## config.mk

```make
export PLATFORM = sky130hd
export DESIGN_NAME = palette_commit_scheduler
export DESIGN_NICKNAME = d
export VERILOG_FILES = /design/src/rtl/palette_commit_scheduler.sv
export SDC_FILE = /design/constraint.sdc
export NUM_CORES = 1
export LEC_CHECK = 0
export CAP_MARGIN = 20
export CORE_UTILIZATION = 45
export DETAILED_ROUTE_END_ITERATION = 8
export HOLD_SLACK_MARGIN = 0.03
export SYNTH_ARGS = -nofsm -noshare
export SYNTH_HDL_FRONTEND = slang
export SYNTH_SLANG_ARGS = --single-unit
```

## constraint.sdc

```tcl
create_clock -name vga_clk -period 10.01 [get_ports vga_clk]
set_input_delay 2.002 -clock vga_clk [delete_from_list [all_inputs] [get_ports vga_clk]]
set_output_delay 2.002 -clock vga_clk [all_outputs]
set_load 0.02 [all_outputs]
```

## src/rtl/palette_commit_scheduler.sv

```systemverilog
// Arbitrates palette RAM port B between immediate reads and a FIFO of queued
// writes that are committed only while the drain gate (vblank or commit_anytime) is open.
module palette_commit_scheduler #(
  parameter int COLOR_COUNT = 256,
  parameter int COLOR_BITS  = 12,
  parameter int FIFO_DEPTH  = 16,
  localparam int COLOR_BYTES = (COLOR_BITS - 1) / 8 + 1,
  localparam int CAPACITY    = COLOR_BYTES * COLOR_COUNT,
  localparam int AW          = $clog2(CAPACITY),
  localparam int CW          = $clog2(FIFO_DEPTH + 1),
  localparam int PW          = $clog2(FIFO_DEPTH)
) (
  input  logic          vga_clk,
  input  logic          vga_reset_n,
  input  logic          vblank,
  input  logic          commit_anytime,
  input  logic          wr_valid,
  output logic          wr_ready,
  input  logic [AW-1:0] wr_address,
  input  logic [31:0]   wr_data,
  input  logic [3:0]    wr_strobe,
  input  logic          rd_valid,
  output logic          rd_ready,
  input  logic [AW-1:0] rd_address,
  output logic          rsp_valid,
  output logic [31:0]   rsp_data,
  output logic [CW-1:0] pending_count,
  output logic          commit_done,
  output logic [AW-1:0] port_b_address,
  output logic          port_b_rd_en,
  output logic [31:0]   port_b_wr_data,
  output logic [3:0]    port_b_wr_en,
  input  logic [31:0]   port_b_rd_data
);

  typedef enum logic [1:0] {
    IDLE  = 2'd0,
    WAIT  = 2'd1,
    DRAIN = 2'd2
  } state_t;

  state_t        state_reg, state_next;
  logic [AW-1:0] fifo_addr   [FIFO_DEPTH];
  logic [31:0]   fifo_data   [FIFO_DEPTH];
  logic [3:0]    fifo_strobe [FIFO_DEPTH];
  logic [PW-1:0] head_reg, tail_reg;
  logic [CW-1:0] count_reg, count_next;
  logic          rsp_valid_reg;
  logic          done_reg, done_next;
  logic          gate, full, has_entries, push, pop;

  assign gate        = vblank | commit_anytime;
  assign full        = (count_reg == CW'(FIFO_DEPTH));
  assign has_entries = (count_reg != '0);
  assign wr_ready    = ~vga_reset_n | ~full;
  assign push        = vga_reset_n & wr_valid & ~full;
  assign rd_ready    = rd_valid & vga_reset_n;
  // A read always takes the port; the head write simply waits one cycle.
  assign pop         = vga_reset_n & (state_reg == DRAIN) & gate & has_entries & ~rd_ready;

  always_comb begin
    port_b_address = '0;
    port_b_rd_en   = 1'b0;
    port_b_wr_data = '0;
    port_b_wr_en   = '0;
    if (rd_ready) begin
      port_b_rd_en   = 1'b1;
      port_b_address = rd_address;
    end else if (pop) begin
      port_b_address = fifo_addr[head_reg];
      port_b_wr_data = fifo_data[head_reg];
      port_b_wr_en   = fifo_strobe[head_reg];
    end
  end

  // Queue storage carries no reset; validity is tracked by the pointers.
  always_ff @(posedge vga_clk) begin
    if (push) begin
      fifo_addr[tail_reg]   <= wr_address;
      fifo_data[tail_reg]   <= wr_data;
      fifo_strobe[tail_reg] <= wr_strobe;
    end
  end

  always_comb begin
    count_next = count_reg;
    case ({push, pop})
      2'b10:   count_next = count_reg + 1'b1;
      2'b01:   count_next = count_reg - 1'b1;
      default: count_next = count_reg;
    endcase
  end

  always_comb begin
    state_next = state_reg;
    done_next  = 1'b0;
    case (state_reg)
      IDLE: begin
        if (has_entries) state_next = gate ? DRAIN : WAIT;
      end
      WAIT: begin
        if (!has_entries)  state_next = IDLE;
        else if (gate)     state_next = DRAIN;
      end
      DRAIN: begin
        if (!gate) begin
          state_next = has_entries ? WAIT : IDLE;
        end else if (pop && count_reg == CW'(1) && !push) begin
          // Last entry leaves with nothing arriving behind it.
          state_next = IDLE;
          done_next  = 1'b1;
        end else if (!has_entries) begin
          state_next = IDLE;
        end
      end
      default: state_next = IDLE;
    endcase
  end

  always_ff @(posedge vga_clk) begin
    if (!vga_reset_n) begin
      state_reg     <= IDLE;
      head_reg      <= '0;
      tail_reg      <= '0;
      count_reg     <= '0;
      rsp_valid_reg <= 1'b0;
      done_reg      <= 1'b0;
    end else begin
      state_reg     <= state_next;
      count_reg     <= count_next;
      rsp_valid_reg <= rd_ready;
      done_reg      <= done_next;
      if (push) tail_reg <= tail_reg + 1'b1;
      if (pop)  head_reg <= head_reg + 1'b1;
    end
  end

  assign rsp_valid     = rsp_valid_reg;
  assign rsp_data      = rsp_valid_reg ? port_b_rd_data : '0;
  assign pending_count = count_reg;
  assign commit_done   = done_reg;

endmodule

```

==> metrics.md <==
| Metric | Value |
|---|---|
| Outcome | complete, no violations |
| Max Cap Viol | 0 |
| Cell area after synthesis | 28900 um2 |
| Synthesized net count | 1415 |
| Hold Fails Final Rpt | 0 |
| Final Cycle Share | 0.699 |
| Fmax | 0.143 GHz |
| Post-synthesis cell count | 1313 |
| DRT iter0 DRCs | 937 |
| Largest registers | fifo_data x512, fifo_addr x144, fifo_strobe x64 |
| Pre-CTS setup slack | 2970 ps |
| Grt ovf | 0 |
| Commonest non-fill, non-tap cell in the layout | edfxtp_1 |
| Post_cts resized | 0 |
| XOR/XNOR Fraction of Synth Area | 0.00273 |
| Area Growth Syn to Fin | 17.8% |
| Worst setup EP type | output pin |
| Final Setup Violations | 0 |
| Worst Path Arrival | 4990 ps |
| Worst Skew | 17.3 ps |
| I/O Buffers | 178 |
| Hold depth | 1 |
| Async SR Flop Fraction | 0 |
| Final nets | 1618 |
| CP required | 8010 ps |
| Gr usage total | 0.193 |
| R2R Path End | pending_count[3] |
| Row cnt | 92 |
| Max-slew violation count | 0 |
| Simple-Gate Fraction of Synth Area | 0.0281 |
| Mux cell area share after synthesis | 0.160 |
| Gpl congestion | 0.727 |
| Synth Flop Type | edfxtp_1 |
| Final routed wire length divided by cell count | 25.5 um |
| Via count | 13600 |
| Least-Margin Pin Slew | 1040 ps |
| Leakage | 10.2 nW |
| Worst hold path class | reg2reg |
| Adder-cell share of the synthesized area | 0.00434 |
| CTS buffer count | 75 |
| Post-DRT Antenna Nets | 0 |
| Startpoint types | input pin |
| Worst-path clk slew | 60 ps |
| Register area share after synthesis | 0.764 |
| Inserted Diodes | 0 |
| CTS Buffer Depth | 3 |
| Syn_area_per_cell | 22.0 um2 |
| Main area contributors after synthesis | edfxtp_1, mux4_2, a211oi_1, mux2i_1, dfxtp_1 |
| Setup bufs post-CTS | 0 |
| Area of the core | 63200 um2 |
| Worst-skew pair later-pin latency | 620 ps |
| Min-Delay Startpoint | state_reg[1] |
| R2R Setup Slk | 6580 ps |
| Met3 wire length | 3.63 mm |
| Initial Util | 0.457 |
| Root Buffer Master | clkbuf_16 |
| CTS Sinks | 741 |
| I/O pins | 179 |
| Cts hold-fix bufs | 0 |
| Commonest non-fill, non-tap cells in the layout | edfxtp_1, mux4_2, clkdlybuf4s50_1, clkbuf_16, a211oi_1 |
| Pin count of the biggest net entering global routing | 111 |
| Final wirelength | 61.8 mm |
| CP Class | in2out |
| Fin crit period | 7000 ps |
| Met1 WL | 26.5 mm |
| WHS Endpoint | state_reg[1] |
| Area leader, netlist | edfxtp_1 |
| Share of layout cells above drive strength 1 | 0.217 |
| Residual DRC count | 0 |
| Vias per inst | 5.61 |
| R2r startpoint | pending_count[0] |
| Die width | 255 um |
| Seq cells post-synth | 741 |
| Setup TNS | 0 ps |
| Share of the synthesized area in the top cell type | 0.749 |
| Power density over cell area | 186 nW/um2 |
| Slew headroom | 0.304 |
| Compound-Gate Fraction of Synth Area | 0.0244 |
| TritonCTS clock tree | done |
| Die Area | 65100 um2 |
| Register-to-Register Path Depth | 11 |
| Post-synth EDFFs | 720 |
| Initial antenna violation count | 5 |
| Vias in the first global route | 14000 |
| Highest routed layer | met5 |
| CTS H-tree depth | 3 |
| CP Max Fanout | 50 |
| Final worst setup slack | 3010 ps |
| Maximum VDD drop | 0.146 mV |
| HPWL after DPL | 31.7 mm |
| YS warnings | 0 |
| Die height | 255 um |
| Max reg flops | 512 |
| First-pass DRT Iterations | 5 |
| Largest family of logic cells by synthesized area | multiplexers |
| First-pass GRT wire length | 90.3 mm |
| Synth cell types | 41 |
| Routed wl met2 | 30.8 mm |
| RSZ-0062 raised after global routing | no |
| Biggest register | fifo_data |
[area by class of cell]
type                    count  area (um2)
clock buffers              94        2010
well taps                 846        1060
inverters                   7        26.3
multi-input cells         486        6450
repair buffers            205        2010
fillers                  4804       29200
flip-flops and latches    741       22100
clock inverters            43         367
[power breakdown]
group	switching, mW	total [mW]	internal (mW)
Sequential	0.00844	3.44	3.43
Clock	1.14	2.71	1.56
Combinational	0.104	0.187	0.0830
[worst max path at each step]
stage | slack (ps) | end | depth (start not counted) | startpoint
2_1_floorplan | 3850 | fifo_addr[2][0] | 5 | wr_valid
3_3_place_gp | 3020 | port_b_address[8] | 8 | rd_valid
3_5_place_dp | 2970 | port_b_address[8] | 8 | rd_valid
4_1_cts | 2970 | port_b_address[8] | 8 | rd_valid
5_1_grt | 2850 | port_b_address[6] | 8 | rd_valid
6_report | 3010 | port_b_address[8] | 8 | rd_valid
[routing by layer]
metal	up-vias	GRT usage
li1	5937	-
met1	7174	0.267
met5	-	0
met4	10	0.0469
met2	398	0.321
met3	71	0.0325
[cells by family (layout without fill, tap and decap cells)]
family | Yosys count | after routing
xor gates and xnor gates | 9 | 9
buffers and inverters | 86 | 349
adders and majority gates | 10 | 10
AOI/OAI and AO/OA | 93 | 93
muxes | 235 | 235
DFF | 741 | 741
and+or+nand+nor | 139 | 139
[stage by stage]
stage	cell area [um2]	std cells	utilization	total power, mW	hold WS (ps)
2_1_floorplan	28900	1313	-	3.58	431
4_1_cts	34000	2422	0.538	6.39	482
3_5_place_dp	31600	2285	0.500	3.69	470
6_report	34000	2422	0.538	6.33	480
5_1_grt	34000	2422	0.538	6.51	513
3_3_place_gp	31600	2285	0.500	3.68	459
[worst max-delay path: stages]
cell and delay, ps:
clkdlybuf4s50_1 450, or3b_1 400, or3_2 420, buf_4 340, inv_2 180, and2_1 370, a221o_1 210, clkdlybuf4s50_1 600
[synthesized netlist by cell type (2+ instances only)]
cell and instances:
a211oi_1 74, a21oi_1 4, a221o_1 9, and2_1 37, buf_2 19, buf_4 19
buf_6 5, clkbuf_1 34, dfxtp_1 21, edfxtp_1 720, ha_1 10, inv_1 6
mux2_2 9, mux2i_1 46, mux4_1 2, mux4_2 178, nand2_1 8, nand2b_1 3
nand3_1 4, nand4b_1 2, nand4bb_1 2, nor2_1 23, nor2b_1 36, nor3_1 14
o21ai_0 3, or3_1 3, xnor2_1 5, xor2_1 4
(Power assumes the default switching activity.)
